===== src/rtl/div_unit.sv =====
// 32-bit signed divider with MIPS DIV semantics: restoring division, one quotient bit per clock.
// Results land in hi (remainder) and lo (quotient). done pulses once per request.
module div_unit (
    input  logic        clk,
    input  logic        reset,
    input  logic        start,
    input  logic [31:0] dividend,
    input  logic [31:0] divisor,
    output logic [31:0] hi,
    output logic [31:0] lo,
    output logic        busy,
    output logic        done,
    output logic        div_zero
);

    localparam logic [1:0] StIdle = 2'd0;
    localparam logic [1:0] StCalc = 2'd1;
    localparam logic [1:0] StFix  = 2'd2;
    localparam logic [1:0] StDone = 2'd3;

    logic [1:0]  state_q, state_d;
    logic [31:0] r_q, r_d;
    logic [31:0] q_q, q_d;
    logic [31:0] d_q, d_d;
    logic [5:0]  cnt_q, cnt_d;
    logic        qneg_q, qneg_d;
    logic        rneg_q, rneg_d;
    logic [31:0] hi_q, hi_d;
    logic [31:0] lo_q, lo_d;
    logic        done_q, done_d;
    logic        dz_q, dz_d;
    logic [32:0] trial;

    // Shifted partial remainder minus |B|; bit 32 set means the subtraction went negative.
    assign trial = {r_q, q_q[31]} - {1'b0, d_q};

    always_comb begin
        state_d = state_q;
        r_d     = r_q;
        q_d     = q_q;
        d_d     = d_q;
        cnt_d   = cnt_q;
        qneg_d  = qneg_q;
        rneg_d  = rneg_q;
        hi_d    = hi_q;
        lo_d    = lo_q;
        done_d  = 1'b0;
        dz_d    = dz_q;
        case (state_q)
            StIdle: begin
                if (start) begin
                    if (divisor == 32'd0) begin
                        dz_d    = 1'b1;
                        state_d = StDone;
                    end else begin
                        r_d     = 32'd0;
                        q_d     = dividend[31] ? -dividend : dividend;
                        d_d     = divisor[31] ? -divisor : divisor;
                        qneg_d  = dividend[31] ^ divisor[31];
                        rneg_d  = dividend[31];
                        cnt_d   = 6'd0;
                        dz_d    = 1'b0;
                        state_d = StCalc;
                    end
                end
            end
            StCalc: begin
                if (!trial[32]) begin
                    r_d = trial[31:0];
                    q_d = {q_q[30:0], 1'b1};
                end else begin
                    r_d = {r_q[30:0], q_q[31]};
                    q_d = {q_q[30:0], 1'b0};
                end
                cnt_d = cnt_q + 6'd1;
                if (cnt_q == 6'd31) begin
                    state_d = StFix;
                end
            end
            StFix: begin
                lo_d    = qneg_q ? -q_q : q_q;
                hi_d    = rneg_q ? -r_q : r_q;
                state_d = StDone;
            end
            StDone: begin
                done_d  = 1'b1;
                state_d = StIdle;
            end
            default: state_d = StIdle;
        endcase
    end

    always_ff @(posedge clk or negedge reset) begin
        if (!reset) begin
            state_q <= StIdle;
            r_q     <= 32'd0;
            q_q     <= 32'd0;
            d_q     <= 32'd0;
            cnt_q   <= 6'd0;
            qneg_q  <= 1'b0;
            rneg_q  <= 1'b0;
            hi_q    <= 32'd0;
            lo_q    <= 32'd0;
            done_q  <= 1'b0;
            dz_q    <= 1'b0;
        end else begin
            state_q <= state_d;
            r_q     <= r_d;
            q_q     <= q_d;
            d_q     <= d_d;
            cnt_q   <= cnt_d;
            qneg_q  <= qneg_d;
            rneg_q  <= rneg_d;
            hi_q    <= hi_d;
            lo_q    <= lo_d;
            done_q  <= done_d;
            dz_q    <= dz_d;
        end
    end

    assign hi       = hi_q;
    assign lo       = lo_q;
    assign busy     = (state_q == StCalc) || (state_q == StFix);
    assign done     = done_q;
    assign div_zero = dz_q;

endmodule


===== config.mk =====
export PLATFORM = sky130hd
export DESIGN_NAME = div_unit
export DESIGN_NICKNAME = d
export VERILOG_FILES = /design/src/rtl/div_unit.sv
export SDC_FILE = /design/constraint.sdc
export NUM_CORES = 1
export LEC_CHECK = 0
export CAP_MARGIN = 20
export CORE_ASPECT_RATIO = 0.7
export CORE_MARGIN = 2
export CORE_UTILIZATION = 65
export CTS_CLUSTER_DIAMETER = 60
export DETAILED_ROUTE_END_ITERATION = 8
export DONT_BUFFER_PORTS = 1
export HOLD_SLACK_MARGIN = 0.02
export PLACE_DENSITY_LB_ADDON = 0.08
export REMOVE_ABC_BUFFERS = 1
export SETUP_SLACK_MARGIN = 0.4
export SYNTH_ARGS = -nofsm -noshare
export SYNTH_HDL_FRONTEND = slang
export SYNTH_SLANG_ARGS = --single-unit

===== constraint.sdc =====
create_clock -name clk -period 3.4 [get_ports clk]
set_input_delay 0.51 -clock clk [delete_from_list [all_inputs] [get_ports clk]]
set_output_delay 0.51 -clock clk [all_outputs]
set_load 0.005 [all_outputs]

==> flow_summary.yaml, run 1 <==
setup_path:
  critPathLaunchType: "input pin"
  worstRegToRegCells: 12
  cpPeakStageDelay_ns: 0.57
  critical_path.cell_chain: "inv_1 > ha_1 > or3b_4 > or3_4 > or4_4 > or4_4 > o21ai_1 > xor2_1 > o21ai_0 > mux2_2"
  critPathKind: "input pin to flop"
  path_max_fanout: 4
  cp_slowest_cell: "or4_4"
  crit_required_ns: 3.72
  endpoint_kind: "flop"
  cp.arrival_ns: 3.35
  crit_top_cell: "or4_4"
global_routing:
  grt_start_max_net_pins: 173
  grt_pass1_wl_um: 47300
  grt_pass1_vias: 8986
  overflow: 0
  antenna_found_initial: 0
  track_usage_pct: 32.5
logic_synthesis:
  yosys.area_share.simple_pct: 16.9
  synth_cells: 1310
  ys_seq_elements: 172
  synth_area_sq_um: 11200
  ys_seq_area_share_pct: 38.3
  synthArstFlopShare_pct: 100
  yosys_most_used_dff: "dfrtp_1"
  synth_warnings: 0
  synth-edff-count: 0
  synth.distinct_cells: 65
  synth.mux.area_fraction_pct: 3.68
  synth_top_family_by_area: "compound AO/OA/AOI/OAI gates"
  synth-compound-area-share_pct: 20.4
  avgSynthCellArea_sq_um: 8.58
  yosys.area_share.adder_pct: 4.85
  synthXorXnorAreaFrac_pct: 11.6
cells_and_area:
  fin_util_pct: 74.7
  drive_gt1_share_pct: 13.0
  syn2layout_area_growth_pct: 13.4
  final_nets: 1430
  fill_cells: 1238
  stdcell_count: 1564
  final_cell_mix: "dfrtp_1 (168), nand2_1 (142), o21ai_0 (130), nor2_1 (115), xor2_1 (113)"
  antenna_cells: 0
  final_common_cell: "dfrtp_1"
clock_tree:
  h-tree-depth: 4
  clk_pin_slew_ns: 0.07
  cts_tree: "built"
  clockBufferDepth: 2
  clock-sinks: 172
  clockRootBuffer: "clkbuf_16"
  numCtsBuffers: 17
  clk_latency_ns: 0.44
place:
  dp_slack_ns: -0.0800
  dp.cells: 1519
  hpwl_um: 20900
  finalWeightedCongestion: 0.947
  port_buffers: 0
floorplan:
  die_area_sq_um: 18400
  fp.dieW_um: 161
  rows: 40
  fp.dieH_um: 114
  initial_utilization_pct: 65.9
  fp.coreArea_sq_um: 17100
  io_pins: 134
sta:
  timing.final.ws_setup_ns: 0.375
  slew_violations: 0
  period_minus_slack_ns: 3.02
  slew_headroom_pct: 26.3
  tightest_slew_ns: 1.11
  hold_viol: 172
  fmax_mhz: 331
  clock_skew_ns: 0.0181
  fin_crit_sh_pct: 89.0
  hold_slack_ns: -0.237
  finalSetupViolations: 0
  rsz0062_at_grt: "yes"
  finalSetupTns_ns: 0
status:
  violations: "hold timing"
  status: "finished, violations left"
min_path:
  hold_path.class: "input pin to asynchronous set/reset pin"
drt:
  ant_nets: 0
  drc: 0
  dr.pass1.iters: 5
  vias: 9856
  vias_per_cell: 6.30
  wl_um: 30100
  initialDrtViolationCount: 935
  wl_per_cell_um: 19.3
pwr:
  power.leakage_nw: 5.46
  p_total_mw: 15.4
  power_density_nw_per_um2: 1200
  irDropWorstVdd_uv: 633
job:
  drv_cap: 0
==> cell type report <==
cell class	count	area [sq um]	share of cell area, %
Clock inverter	15	181	1.42
Sequential cell	172	4310	33.8
Tap cell	231	289	2.27
Multi-Input combinational cell	1013	6790	53.2
Timing Repair Buffer	59	546	4.28
Clock buffer	17	425	3.34
Inverter	57	214	1.68
==> cells in the mapped netlist, types with 3 or more instances <==
cell / n / area share, %
and2_1: 3 / 0.17
a211oi_1: 8 / 0.53
nand3b_1: 5 / 0.33
and3_1: 3 / 0.17
o211ai_1: 5 / 0.33
a31o_2: 3 / 0.23
nand3_1: 15 / 0.67
o21ai_1: 6 / 0.27
o21a_1: 4 / 0.27
a31oi_1: 6 / 0.33
mux2_2: 7 / 0.70
clkbuf_1: 56 / 1.9
or2_2: 5 / 0.28
o21ai_0: 132 / 5.9
nor2_1: 115 / 3.8
o31ai_1: 42 / 2.8
nand4_1: 9 / 0.50
nor3_1: 20 / 0.89
a221o_1: 3 / 0.27
o22ai_1: 4 / 0.22
o41ai_1: 19 / 1.5
a21boi_0: 3 / 0.20
o21bai_1: 4 / 0.27
a21oi_1: 107 / 4.8
dfrtp_1: 172 / 38
xnor2_1: 36 / 2.8
nor4_1: 9 / 0.50
or3_1: 25 / 1.4
inv_1: 57 / 1.9
buf_2: 5 / 0.22
xor2_1: 113 / 8.8
or4_1: 16 / 1.1
or4_4: 4 / 0.40
nor3b_1: 3 / 0.20
nor2b_1: 7 / 0.39
nand2_1: 142 / 4.7
ha_1: 42 / 4.7
a21o_1: 10 / 0.67
mux2i_1: 32 / 2.8
buf_1: 6 / 0.20
a32o_1: 3 / 0.27
nand2b_1: 15 / 0.83
==> sequential cells by signal, summed over array words and instances (netlist names) <==
signal	cells
q_q	32
d_q	32
qneg_q	1
div_zero	1
state_q	2
done	1
rneg_q	1
lo	32
cnt_q	6
hi	32
r_q	32
==> metrics by stage <==
step	hold slack (ns)	instance area, sq um
floorplan	0.214	11000
global placement	0.218	11700
detailed placement	0.218	11700
CTS	-0.249	12400
global route	-0.259	12800
finish	-0.237	12800
==> layer usage <==
metal  track usage (%)  vias up  part of all wire [%]
li1                  -     4676                     -
met1              51.4     4688                    47
met2              43.6      454                    41
met3              9.53       38                    11
met4              6.90        0                   1.2
met5                 0        -                     0
==> power by group <==
group	switching (mW)	internal (mW)	total, mW
clock	0.899	1.11	2.01
sequential	1.10	3.03	4.13
combinational	5.24	3.98	9.21
==> repair_timing <==
item	4_1_cts	5_1_grt
endpoints found under the hold margin	172	172
setup buffers	2	8
gates cloned	1	2
resized for setup	10	63
pin swaps	2	8
setup endpoints to repair	34	48
==> worst max-delay path: cells and delay by family <==
kind	cells	cell delay, ns
AOI/OAI and AO/OA	2	0.34
muxes	1	0.31
buffers and inverters	1	0.04
and+or+nand+nor	4	1.84
adders and majority gates	1	0.15
xor gates and xnor gates	1	0.18
==> cell families after synthesis <==
kind of cell | after synthesis
fa+ha+maj | 43
compound gates | 379
simple gates | 402
buf+inv | 125
flops | 172
mux | 40
xor+xnor | 149
==> final timing paths <==
check | startpoint | slack [ns] | end
max | dividend[0] | 0.38 | q_q[30]$_DFFE_PN0P_
min | reset | -0.24 | lo[18]$_DFFE_PN0P_
max reg2reg | d_q[11]$_DFFE_PN0P_ | 0.43 | r_q[20]$_DFFE_PN0P_
min reg2reg | d_q[28]$_DFFE_PN0P_ | 0.48 | d_q[28]$_DFFE_PN0P_
max in group asynchronous | reset | 3.34 | d_q[11]$_DFFE_PN0P_
min in group clk | divisor[31] | 0.20 | d_q[31]$_DFFE_PN0P_
Note: power is estimated with default switching activity, not from simulation.
==> run 2, diff against run 1 <==
--- a/config.mk
+++ b/config.mk
@@ -8,13 +8,12 @@
 export CAP_MARGIN = 20
 export CORE_ASPECT_RATIO = 0.7
 export CORE_MARGIN = 2
-export CORE_UTILIZATION = 65
+export CORE_UTILIZATION = 60
 export CTS_CLUSTER_DIAMETER = 60
 export DETAILED_ROUTE_END_ITERATION = 8
 export DONT_BUFFER_PORTS = 1
 export HOLD_SLACK_MARGIN = 0.02
 export PLACE_DENSITY_LB_ADDON = 0.08
-export REMOVE_ABC_BUFFERS = 1
 export SETUP_SLACK_MARGIN = 0.4
 export SYNTH_ARGS = -nofsm -noshare
 export SYNTH_HDL_FRONTEND = slang
==> flow_summary.yaml, run 2 (synthesis results as in run 1) <==
logic_synthesis:
  syn_nets: 1420
clock_tree:
  clock-sinks: 172
  clk_pin_slew_ns: 0.07
  clockRootBuffer: "clkbuf_16"
  numCtsBuffers: 17
  clk_latency_ns: 0.44
  clockBufferDepth: 2
  h-tree-depth: 4
  cts_tree: "built"
job:
  drv_cap: 0
min_path:
  hold_path.class: "input pin to asynchronous set/reset pin"
sta:
  timing.final.ws_setup_ns: 0.441
  hold_viol: 172
  hold_slack_ns: -0.234
  fmax_mhz: 338
  finalSetupViolations: 0
  period_minus_slack_ns: 2.96
  tightest_slew_ns: 0.990
  slew_violations: 0
  finalSetupTns_ns: 0
  rsz0062_at_grt: "yes"
  clock_skew_ns: 0.0109
  slew_headroom_pct: 34.0
  fin_crit_sh_pct: 87.0
setup_path:
  path_max_fanout: 8
  cpPeakStageDelay_ns: 0.38
  critical_path.cell_chain: "ha_1 > a211o_1 > a221oi_2 > a22o_1 > o21ai_2 > a311o_1 > o211ai_1 > buf_4 > buf_12 > mux2i_1 > o21ai_0"
  cp.arrival_ns: 3.25
  endpoint_kind: "flop"
  critPathKind: "flop to flop"
  crit_required_ns: 3.69
  cp_slowest_cell: "dfrtp_1"
  crit_family: "compound AO/OA/AOI/OAI gates"
  critPathLaunchType: "flop"
  worstPathBufferInverterCount: 2
place:
  hpwl_um: 20500
  finalWeightedCongestion: 0.920
  place_area_sq_um: 11800
  port_buffers: 0
  dp.cells: 1530
  dp_slack_ns: 0.0907
floorplan:
  die_area_sq_um: 19900
  fp.dieW_um: 168
  io_pins: 134
  fp.dieH_um: 119
  fp.coreArea_sq_um: 18200
  initial_utilization_pct: 61.7
  rows: 41
cells_and_area:
  antenna_cells: 0
  final_cell_mix: "dfrtp_1 (171), nand2_1 (142), o21ai_0 (129), nor2_1 (115), xor2_1 (113)"
  syn2layout_area_growth_pct: 12.6
  final_nets: 1429
  final_common_cell: "dfrtp_1"
  stdcell_count: 1568
  final_cell_area_sq_um: 12700
  drive_gt1_share_pct: 11.4
drt:
  vias_per_cell: 6.16
  vias: 9665
  wl_per_cell_um: 18.6
  initialDrtViolationCount: 774
  drc: 0
  dr.pass1.iters: 5
  wl_um: 29100
  ant_nets: 0
global_routing:
  grt_pass1_vias: 9055
  overflow: 0
  grt_start_max_net_pins: 173
  antenna_found_initial: 0
  track_usage_pct: 29.2
  grt_pass1_wl_um: 46900
pwr:
  power.leakage_nw: 5.47
  irDropWorstVdd_uv: 635
  power_density_nw_per_um2: 1180
status:
  violations: "hold timing"
  status: "finished, violations left"
run 2: changes by cell type in the layout (fill, tap and decap cells not counted), sizes merged:
| cell | before | now |
|---|---|---|
| clkinv | 5 | 2 |
| clkbuf | 20 | 22 |
| clkinvlp | 2 | 0 |
| inv | 63 | 65 |
run 2: power by group:
part           total, mW  switching, mW  internal (mW)  leakage (nW)
sequential          4.03           1.00           3.03          2.05
clock               2.03          0.900           1.13         0.295
combinational       8.85           5.05           3.80          3.13
total               14.9           6.96           7.96          5.47
run 2: through the flow:
step	util, %	power, mW
2_1_floorplan	-	9.88
5_1_grt	69.5	16.1
3_3_place_gp	64.9	12.0
4_1_cts	68.5	14.4
6_report	69.5	14.9
3_5_place_dp	64.9	12.2
run 2: layout make-up:
type	instances	area, sq um
well taps	236	295
multi-input cells	1013	6690
inverters	57	231
fillers	1433	5550
repair buffers	58	541
clock inverters	12	149
clock buffers	20	447
flip-flops and latches	172	4310
run 2: worst paths after layout:
path                                           from             endpoint  slack (ns)  cells past startpoint
worst min-delay path                          reset   lo[11]$_DFFE_PN0P_       -0.23                      0
max in group asynchronous                     reset  r_q[24]$_DFFE_PN0P_        3.15                      0
worst max-delay path            r_q[10]$_DFFE_PN0P_  r_q[17]$_DFFE_PN0P_        0.44                     11
min in group clk                        divisor[31]  d_q[31]$_DFFE_PN0P_        0.21                      2
worst min register to register  d_q[14]$_DFFE_PN0P_  d_q[14]$_DFFE_PN0P_        0.48                      2
worst max register to register  r_q[10]$_DFFE_PN0P_  r_q[17]$_DFFE_PN0P_        0.44                     11
run 2: layer usage:
metal  vias to the layer above  track usage (%)  wire length [um]  share of wire [%]
met3                        38             6.73              2220                7.6
li1                       4674                -                 -                  -
met4                         0             8.21               538                1.8
met1                      4612             43.6             13900                 48
met5                         -                0                 0                  0
met2                       341             42.4             12500                 43
run 2: repair_timing:
item	CTS	global route
cloned	0	2
hold endpoints to repair	172	172
buffers inserted	1	2
resized for setup	10	26
endpoints found under the setup margin	34	46
pin swaps	1	5
